**src/rtl/uart_rx_sampler.sv**
```systemverilog
// UART RX timing/data-recovery stage: oversampling edge counter, frame bit counter, 3-sample majority vote.
// Optional SAMPLER_SYNC_EN: adds a 2-flop synchronizer (reset value 1) on RX_IN ahead of all sampling.
module uart_rx_sampler #(
  parameter int EDGE_W = 6,
  parameter int BIT_W  = 4
) (
  input  logic              CLK,
  input  logic              RST,
  input  logic              RX_IN,
  input  logic [5:0]        Prescale,
  input  logic              enable,
  input  logic              dat_samp_en,
  output logic [EDGE_W-1:0] edge_cnt,
  output logic [BIT_W-1:0]  bit_cnt,
  output logic              sampled_bit,
  output logic              samp_valid,
  output logic              presc_err
);

  logic [5:0]        r_presc;
  logic              r_presc_err;
  logic              r_enable_d;
  logic [EDGE_W-1:0] r_edge_cnt;
  logic [BIT_W-1:0]  r_bit_cnt;
  logic              r_s0, r_s1, r_s2;
  logic              r_sampled_bit;
  logic              r_samp_valid;

  logic              w_line;
  logic              w_presc_ok;
  logic [5:0]        w_half;
  logic [EDGE_W-1:0] w_last;
  logic [EDGE_W-1:0] w_h_m1;
  logic [EDGE_W-1:0] w_h;
  logic [EDGE_W-1:0] w_h_p1;
  logic [EDGE_W-1:0] w_h_p2;
  logic              w_vote;

`ifdef SAMPLER_SYNC_EN
  logic r_sync1, r_sync2;

  always_ff @(posedge CLK or negedge RST) begin
    if (!RST) begin
      r_sync1 <= 1'b1;
      r_sync2 <= 1'b1;
    end else begin
      r_sync1 <= RX_IN;
      r_sync2 <= r_sync1;
    end
  end

  assign w_line = r_sync2;
`else
  assign w_line = RX_IN;
`endif

  assign w_presc_ok = (Prescale == 6'd8) || (Prescale == 6'd16) || (Prescale == 6'd32);
  assign w_half     = r_presc >> 1;
  assign w_last     = EDGE_W'(r_presc - 6'd1);
  assign w_h_m1     = EDGE_W'(w_half - 6'd1);
  assign w_h        = EDGE_W'(w_half);
  assign w_h_p1     = EDGE_W'(w_half + 6'd1);
  assign w_h_p2     = EDGE_W'(w_half + 6'd2);
  assign w_vote     = (r_s0 & r_s1) | (r_s0 & r_s2) | (r_s1 & r_s2);

  // Prescale is only sampled while idle, so a frame always runs at the ratio it started with.
  always_ff @(posedge CLK or negedge RST) begin
    if (!RST) begin
      r_presc     <= 6'd8;
      r_presc_err <= 1'b0;
      r_enable_d  <= 1'b0;
      r_edge_cnt  <= '0;
      r_bit_cnt   <= '0;
    end else begin
      r_enable_d <= enable;
      if (!enable) begin
        r_presc     <= w_presc_ok ? Prescale : 6'd8;
        r_presc_err <= ~w_presc_ok;
        r_edge_cnt  <= '0;
        r_bit_cnt   <= '0;
      end else if (!r_enable_d) begin
        r_edge_cnt <= EDGE_W'(1);
        r_bit_cnt  <= BIT_W'(1);
      end else if (r_edge_cnt == w_last) begin
        r_edge_cnt <= '0;
        if (r_bit_cnt != {BIT_W{1'b1}}) begin
          r_bit_cnt <= r_bit_cnt + BIT_W'(1);
        end
      end else begin
        r_edge_cnt <= r_edge_cnt + EDGE_W'(1);
      end
    end
  end

  // Sample regs return to idle-high whenever the FSM is disabled so an aborted frame leaves nothing behind.
  always_ff @(posedge CLK or negedge RST) begin
    if (!RST) begin
      r_s0          <= 1'b1;
      r_s1          <= 1'b1;
      r_s2          <= 1'b1;
      r_sampled_bit <= 1'b1;
      r_samp_valid  <= 1'b0;
    end else begin
      r_samp_valid <= 1'b0;
      if (!enable) begin
        r_s0 <= 1'b1;
        r_s1 <= 1'b1;
        r_s2 <= 1'b1;
      end else if (dat_samp_en) begin
        if (r_edge_cnt == w_h_m1) r_s0 <= w_line;
        if (r_edge_cnt == w_h)    r_s1 <= w_line;
        if (r_edge_cnt == w_h_p1) r_s2 <= w_line;
        if (r_edge_cnt == w_h_p2) begin
          r_sampled_bit <= w_vote;
          r_samp_valid  <= 1'b1;
        end
      end
    end
  end

  assign edge_cnt    = r_edge_cnt;
  assign bit_cnt     = r_bit_cnt;
  assign sampled_bit = r_sampled_bit;
  assign samp_valid  = r_samp_valid;
  assign presc_err   = r_presc_err;

endmodule

```
**config.mk**
```make
export PLATFORM = sky130hd
export DESIGN_NAME = uart_rx_sampler
export DESIGN_NICKNAME = d
export VERILOG_FILES = /design/src/rtl/uart_rx_sampler.sv
export SDC_FILE = /design/constraint.sdc
export NUM_CORES = 1
export LEC_CHECK = 0
export CAP_MARGIN = 0
export CORE_ASPECT_RATIO = 0.7
export CORE_MARGIN = 5
export CORE_UTILIZATION = 40
export CTS_CLUSTER_DIAMETER = 50
export DETAILED_ROUTE_END_ITERATION = 10
export GPL_TIMING_DRIVEN = 1
export PLACE_DENSITY = 0.7
export SLEW_MARGIN = 40
export SYNTH_ARGS = -nofsm -noshare
export SYNTH_HDL_FRONTEND = slang
export SYNTH_SLANG_ARGS = --single-unit
export TNS_END_PERCENT = 100
```
**constraint.sdc**
```tcl
create_clock -name CLK -period 2.7 [get_ports CLK]
set_input_delay 0.81 -clock CLK [delete_from_list [all_inputs] [get_ports CLK]]
set_output_delay 0.81 -clock CLK [all_outputs]
set_load 0.01 [all_outputs]
```
Yosys cells after proc, flatten, opt, wreduce, memory -nomap -nowiden
Index checks and enable logic that the tools add are counted.
- bitwise logic cells: 6
- add/sub/neg operators: 6
- reductions and logical operators: 7
- mux-type cells: 20
- equality and inequality tests: 15
- operators by type and width (operator ; number):
    6-bit == test ; 4
    6-bit two-way mux ; 4
    4-bit two-way mux ; 4
    1-bit two-way mux ; 12
    2-bit by 1-bit != test with 1-bit output, second input constant ; 4
    2-bit AND reduction ; 4
    5-bit by 1-bit adder with 6-bit output, second input constant ; 1
    5-bit by 2-bit adder with 6-bit output, second input constant ; 1
    6-bit by 1-bit adder with 6-bit output, second input constant ; 1
    6-bit by 4-bit == test with 1-bit output, second input constant ; 1
    6-bit by 5-bit == test with 1-bit output ; 1
    6-bit by 5-bit == test with 1-bit output, second input constant ; 1
    6-bit == test, second input constant ; 1
    3-bit by 2-bit != test with 1-bit output, second input constant ; 2
    5-bit by 1-bit subtractor with 6-bit output, second input constant ; 1
    6-bit by 1-bit subtractor with 6-bit output, second input constant ; 1
    4-bit by 1-bit adder with 4-bit output, second input constant ; 1
    4-bit != test, second input constant ; 1
    1-bit bitwise AND ; 3
    3-bit AND reduction ; 1
    1-bit logical OR ; 2
    1-bit bitwise OR ; 2
    1-bit inverter ; 1
- logic and storage cells: 64
- output and inout port bits: 13
- bits in registers: 23

Longest topological paths before layout
Gate-level depths: netlist (run 1).
- depth after elaboration: 5
- gate-level depth with buffers: 8

Worst setup path before layout (run 1)
OpenSTA, ideal clock, no wires.
- path kind: register to register
- start: register r_presc[3]
- end: register r_bit_cnt[0], in the netlist bit_cnt[0]
- path buffers: 1
- arrival: 2.117 ns
- cell stages (with the launch flop): 9
- slack: 0.500 ns
- clock period less this slack: 2.200 ns
- cell sequence: dfstp_2 > buf_2 > inv_1 > ha_1 > nand2b_1 > a21oi_1 > or3_4 > or4_1 > a31oi_1
- cells in the longest elaborated chain, start to end: 4
- RTL lines (element ; line ; source):
    start: declaration ; 20 ; logic [5:0] r_presc;
    start signal: assignment ; 77 ; r_presc <= w_presc_ok ? Prescale : 6'd8;
    6-bit by 1-bit subtractor with 6-bit output ; 59 ; assign w_last = EDGE_W'(r_presc - 6'd1);
    6-bit == test ; 84 ; end else if (r_edge_cnt == w_last) begin
    3-bit by 2-bit != test with 1-bit output (no line) ; -- ;
    2-bit AND reduction (no line) ; -- ;
    end signal: assignment ; 87 ; r_bit_cnt <= r_bit_cnt + BIT_W'(1);
    end: declaration ; 24 ; logic [BIT_W-1:0] r_bit_cnt;
No other way between the ends.
A chain may end at the register's enable or synchronous reset.

Worst setup path after layout (run 1)
- start: register r_presc[1]
- end: register r_edge_cnt[5], in the netlist edge_cnt[5]
- cells in the longest elaborated chain, start to end: 5
- RTL lines (element ; line ; source):
    6-bit by 1-bit subtractor with 6-bit output ; 59 ;
    6-bit == test ; 84 ;
    6-bit two-way mux ; 84 ;
    6-bit two-way mux ; 81 ; end else if (!r_enable_d) begin
    6-bit two-way mux ; 76 ; if (!enable) begin
    end signal: assignment ; 90 ; r_edge_cnt <= r_edge_cnt + EDGE_W'(1);
    end: declaration ; 23 ; logic [EDGE_W-1:0] r_edge_cnt;
No other way between the ends.

==> results of run 1 <==
==> power groups by stage <==
stage          clock network, uW  registers (uW)  logic, uW
2_1_floorplan                  0             367       44.6
3_3_place_gp                   0             372       85.0
3_5_place_dp                   0             372       86.6
4_1_cts                      230             366       87.1
5_1_grt                      245             367       95.6
6_report                     222             366       85.8
==> flip-flops by register name (all words and copies together), names as in the netlist <==
| name | count |
|---|---|
| edge_cnt | 6 |
| r_presc | 6 |
| bit_cnt | 4 |
| presc_err | 1 |
| r_enable_d | 1 |
| r_s0 | 1 |
| r_s1 | 1 |
| r_s2 | 1 |
| samp_valid | 1 |
| sampled_bit | 1 |
==> layout make-up <==
cell class	instances	share of cell area (%)
Multi-Input combinational cell	145	51.67
Sequential cell	23	28.20
Timing Repair Buffer	27	12.61
Tap cell	55	3.335
Clock buffer	3	2.001
Inverter	10	1.819
Clock inverter	1	0.3639
==> cell families after synthesis <==
kind of cell / count (synthesis) / share of synthesized area, %
XOR/XNOR: 22 / 11.02
AO/OA/AOI/OAI: 27 / 12.60
buffers and inverters: 20 / 5.726
AND/OR/NAND/NOR: 76 / 24.41
flip-flops: 23 / 33.29
adder cells (fa/ha/maj): 10 / 7.015
multiplexers: 10 / 5.941
==> worst reg2reg max path: cells and delay by family (launching register included) <==
family / cells / cell delay, ns
adders and majority gates: 1 / 0.29
and+or+nand+nor: 2 / 0.53
AOI/OAI and AO/OA: 2 / 0.74
DFF: 1 / 0.43
xor gates and xnor gates: 1 / 0.11
buffers and inverters: 1 / 0.21
==> metal layers <==
metal  track usage, %  up-vias
met5                0        -
met1            20.00      649
met4            3.903        0
met2            21.48       37
met3            3.258        4
li1                 -      704
==> metrics by stage <==
| stage | hold slack, ns | total power (uW) | utilization (%) | std cells | setup WS (ns) |
|---|---|---|---|---|---|
| 6_report | 0.5241 | 673.6 | 48.22 | 264 | 0.2517 |
| 3_5_place_dp | 0.5005 | 458.7 | 47.08 | 260 | 0.2490 |
| 3_3_place_gp | 0.4917 | 456.7 | 47.08 | 260 | 0.2843 |
| 5_1_grt | 0.5469 | 707.2 | 48.22 | 264 | 0.1149 |
| 4_1_cts | 0.5249 | 682.9 | 48.22 | 264 | 0.2451 |
| 2_1_floorplan | 0.4941 | 411.7 | - | 188 | 0.4997 |
==> cell usage after synthesis (all sizes together) (5+ instances only) <==
cell | count | share of area, %
a21oi | 7 | 2.0
inv | 9 | 1.9
nand3 | 12 | 3.4
dfrtp | 18 | 26
or2 | 6 | 2.1
nor3 | 6 | 1.7
nand2b | 5 | 1.8
xor2 | 8 | 4.0
dfstp | 5 | 7.5
buf | 5 | 2.5
nand2 | 9 | 1.9
clkbuf | 5 | 1.1
nand3b | 5 | 2.1
mux2i | 7 | 4.0
xnor2 | 14 | 7.0
ha | 9 | 6.4
nor2 | 18 | 3.9
==> worst paths after layout <==
path                            start  slack [ns]  cells after the start     endpoint
max                        r_presc[1]        0.25                      7  edge_cnt[5]
max reg2reg                r_presc[1]        0.25                      7  edge_cnt[5]
min in group asynchronous         RST        0.88                      2    presc_err
max in group asynchronous         RST        1.54                      2  sampled_bit
min reg2reg                 presc_err        0.52                      1    presc_err
min                         presc_err        0.52                      1    presc_err
==> flow_summary.yaml, run 1 <==
timing:
  timing_hold_violations_final: 0
  period_needed_ns: 2.448
  timing.final.crit_share_pct: 90.68
  setup_viol: 0
  clk_skew_ns: 0.003823
  setup_repair_after_global_routing_missed_its_margin: "no"
  max_slew_margin_pct: 62.72
  achievable-frequency_mhz: 408.4
  final_max_slew_viol_count: 0
  worstMarginPinSlew_ns: 0.5591
  setup_tns_ns: 0
cts:
  clock-sinks: 23
  clock_insertion_delay_worst_skew_ns: 0.27
  cts_buffers: 3
  cts.htree.levels: 1
  holdBufCountCts: 0
  clock_tree.buffer_depth: 2
  cts.reportedPaths.clkPinSlew_ns: 0.09
  clk_root_buffer_cell: "sky130_fd_sc_hd__clkbuf_8"
  cts_tree: "built"
  postCtsSetupBuffers: 0
  cts_repair_resize_count: 0
die:
  io-pin-count: 24
  core.rowCount: 20
  placeableCoreArea_sq_mm: 0.004279
  starting_density_of_the_core_pct: 40.85
  fp.dieArea_sq_mm: 0.005813
  die_width_um: 89.01
  die_y_um: 65.31
finish:
  finish.net_count: 230
  final_layout_size_suffix_gt1_share_pct: 12.44
  area.sequential_sq_um: 581.8
  multi_input_area_sq_mm: 0.001066
  num_antenna_cells: 0
  fillers: 410
  most_frequent_standard_cell_in_the_layout_excluding_fill_and_tap_cells: "sky130_fd_sc_hd__clkdlybuf4s50_1"
  final_design_area_no_fill_sq_mm: 0.002063
  layout.cells.most_common_list: "sky130_fd_sc_hd__clkdlybuf4s50_1, sky130_fd_sc_hd__nor2_1, sky130_fd_sc_hd__dfrtp_1"
  area_growth_syn_to_layout_pct: 18.04
power_and_ir_drop:
  clockPowerShare_pct: 33.0
  largest_vdd_supply_drop_mv: 0.2014
  combinational_group_share_of_total_power_pct: 12.7
  power.leakage_uw: 0.0008057
  cellInternalPower_uw: 500.8
  power_switching_share_pct: 25.65
  share_seq_of_total_power_pct: 54.3
  power-per-cell-area_mw_per_mm2: 326.5
  switchingPower_uw: 172.8
setup_path:
  timing.critical_path.fanout_max: 6
  cp_top_family: "compound AO/OA/AOI/OAI gates"
  critical_path.slowest_cell: "sky130_fd_sc_hd__o311ai_2"
  cp_slowest_stage_delay_ns: 0.49
  timing.critical_path.required_ns: 2.84
  start_kind: "register"
  crit_path_end_kind: "register"
  path_class: "register to register"
  timing.critical_path.buf_inv: 1
  cp_cell_sequence: "inv_1 -> ha_1 -> a21boi_2 -> xnor2_1 -> or3_4 -> o311ai_2 -> nor2_1"
  cp.arrival_ns: 2.59
place:
  dpl_cell_area_sq_mm: 0.002014
  detailed_place_hpwl_mm: 2.826
  finalWeightedCongestion: 0.8741
  place.port_buffers: 23
detailed_routing:
  dr_wl_met3_um: 237
  vias: 1394
  postRouteAntennaNets: 0
  route.detailed.wl_per_inst_um: 14.21
  detail_route.drc_violations: 0
  iter_0_drt_violations: 45
  viasPerCell: 5.280
  finalWirelength_mm: 3.751
  highest_layer: "met4"
  met1_length_mm: 1.785
  detail_route.first_pass.iterations: 4
  wl_met2_mm: 1.683
synth:
  syn_nets: 208
  synthDistinctLibCells: 50
  post_synthesis_area_per_instance_sq_um: 9.297
  yosysSeqAreaShare_pct: 33.29
  ys.warnings.count: 0
  synthFlopType: "sky130_fd_sc_hd__dfrtp_1"
  syn-instance-count: 188
  netlist_area_sq_mm: 0.001748
  synth_edf_count: 0
  synth-seq-cells: 23
  synthArstFlopShare_pct: 100.0
grt:
  grt_max_degree: 24
  grt.overflow.total: 0
  grt_pass1_wl_mm: 6.348
  groute.usage.overall_pct: 14.12
  grt_pass1_vias: 1303
  antenna_found_initial: 0
job:
  cap_viol_max_count: 0
hold_path:
  min_path_type: "register to register"
outcome:
  run_status: "finished, final reports clean"
Note: power is estimated with default switching activity, not from simulation.
==> run 2: changes to the inputs <==
--- a/config.mk
+++ b/config.mk
@@ -13,6 +13,7 @@
 export DETAILED_ROUTE_END_ITERATION = 10
 export GPL_TIMING_DRIVEN = 1
 export PLACE_DENSITY = 0.7
+export RECOVER_POWER = 25
 export SLEW_MARGIN = 40
 export SYNTH_ARGS = -nofsm -noshare
 export SYNTH_HDL_FRONTEND = slang
==> flow_summary.yaml, run 2 (synthesis gave the netlist of run 1 again) <==
detailed_routing:
  iter_0_drt_violations: 45
  vias: 1394
  postRouteAntennaNets: 0
  detail_route.drc_violations: 0
  detail_route.first_pass.iterations: 4
  finalWirelength_mm: 3.753
  route.detailed.wl_per_inst_um: 14.22
  viasPerCell: 5.280
hold_path:
  worst_hold_path.endpoint: "presc_err"
  hold_path_startpoint: "presc_err"
  min_path_type: "register to register"
  hold-path-cell-count: 1
setup_path:
  path_class: "register to register"
  timing.critical_path.buf_inv: 1
  timing.critical_path.required_ns: 2.84
  cp_slowest_stage_delay_ns: 0.49
  start_kind: "register"
  cp_top_family: "compound AO/OA/AOI/OAI gates"
  regToRegStartpoint: "r_presc[1]"
  cp_cell_sequence: "inv_1 -> ha_1 -> a21boi_2 -> xnor2_1 -> or3_4 -> o311ai_2 -> nor2_1"
  worst_reg2reg_path_endpoint: "edge_cnt[5]"
  crit_path_end_kind: "register"
  critical_path.slowest_cell: "sky130_fd_sc_hd__o311ai_2"
  timing.reg2reg.worst_path_depth: 7
  timing.critical_path.fanout_max: 6
  cp.arrival_ns: 2.59
  reg2reg_setup_slack_ns: 0.25
cts:
  cts.reportedPaths.clkPinSlew_ns: 0.09
  postCtsSetupBuffers: 0
  cts_tree: "built"
  cts.htree.levels: 1
  cts_buffers: 3
  clock_tree.buffer_depth: 2
  cts_repair_resize_count: 0
  clk_root_buffer_cell: "sky130_fd_sc_hd__clkbuf_8"
  clock-sinks: 23
  clock_insertion_delay_worst_skew_ns: 0.27
  holdBufCountCts: 0
die:
  placeableCoreArea_sq_mm: 0.004279
  io-pin-count: 24
  die_width_um: 89.01
  starting_density_of_the_core_pct: 40.85
  fp.dieArea_sq_mm: 0.005813
  core.rowCount: 20
  die_y_um: 65.31
finish:
  final_design_area_no_fill_sq_mm: 0.002059
  final_layout_size_suffix_gt1_share_pct: 11.96
  finish.net_count: 230
  fillers: 409
  area.sequential_sq_um: 581.8
  area_growth_syn_to_layout_pct: 17.82
  layout.cells.most_common_list: "sky130_fd_sc_hd__clkdlybuf4s50_1, sky130_fd_sc_hd__nor2_1, sky130_fd_sc_hd__dfrtp_1"
  core_occupancy_in_the_finished_layout_pct: 48.13
  num_antenna_cells: 0
  multi_input_area_sq_mm: 0.001066
  most_frequent_standard_cell_in_the_layout_excluding_fill_and_tap_cells: "sky130_fd_sc_hd__clkdlybuf4s50_1"
place:
  finalWeightedCongestion: 0.8741
  place.port_buffers: 23
  detailed_place_hpwl_mm: 2.826
  dpl_cell_area_sq_mm: 0.002014
timing:
  setup_repair_after_global_routing_missed_its_margin: "no"
  setup_tns_ns: 0
  achievable-frequency_mhz: 408.5
  clk_skew_ns: 0.003789
  final_max_slew_viol_count: 0
  setup_viol: 0
  timing.final.crit_share_pct: 90.68
  timing_hold_violations_final: 0
  max_slew_margin_pct: 17.67
  worstMarginPinSlew_ns: 1.235
  period_needed_ns: 2.448
grt:
  grt_max_degree: 24
  grt_pass1_vias: 1303
  antenna_found_initial: 0
  grt.overflow.total: 0
  groute.usage.overall_pct: 14.12
  grt_pass1_wl_mm: 6.348
power_and_ir_drop:
  design_power_total_uw: 672.6
  power-per-cell-area_mw_per_mm2: 326.6
  largest_vdd_supply_drop_mv: 0.2014
  power.leakage_uw: 0.0008023
job:
  cap_viol_max_count: 0
outcome:
  run_status: "finished, final reports clean"
==> run 2: cell types whose count changed in the layout (fill, tap and decap cells not counted), sizes merged <==
cell and change:
buf -1, clkdlybuf4s50 -1, dlygate4sd3 +1, clkbuf +1
==> run 2: worst max path at each step <==
stage	from	endpoint	slack, ns	cells after the start
detailed placement	dat_samp_en	sampled_bit	0.25	5
global placement	dat_samp_en	sampled_bit	0.28	5
finish	r_presc[1]	edge_cnt[5]	0.25	7
global route	r_presc[1]	edge_cnt[5]	0.11	7
floorplan	r_presc[3]	bit_cnt[0]	0.50	8
CTS	r_presc[1]	edge_cnt[5]	0.25	7
==> run 2: metrics by stage <==
step | hold slack, ns | setup slack, ns | instances
3_5_place_dp | 0.5005 | 0.2490 | 260
4_1_cts | 0.5249 | 0.2451 | 264
3_3_place_gp | 0.4917 | 0.2843 | 260
5_1_grt | 0.5469 | 0.1149 | 264
2_1_floorplan | 0.4941 | 0.4997 | 188
6_report | 0.5231 | 0.2518 | 264
==> run 2: report_power, final <==
part	switching [uW]	total (uW)	internal, uW
Clock	118	222	105
Sequential	13.1	366	352
Combinational	42.0	84.8	42.8
==> run 2: layer usage <==
metal,part of all wire [%],vias to the layer above,global-route usage (%)
met4,1.2,0,3.903
met1,48,649,20.00
met5,0,-,0
li1,-,704,-
met2,45,37,21.48
met3,6.3,4,3.258
==> run 2: area by class of cell <==
type,instances,share of cell area [%]
clock inverter,1,0.3645
tap,55,3.341
sequential,23,28.25
multi-input combinational,145,51.76
inverter,10,1.823
clock buffer,3,2.005
timing repair buffer,27,12.45
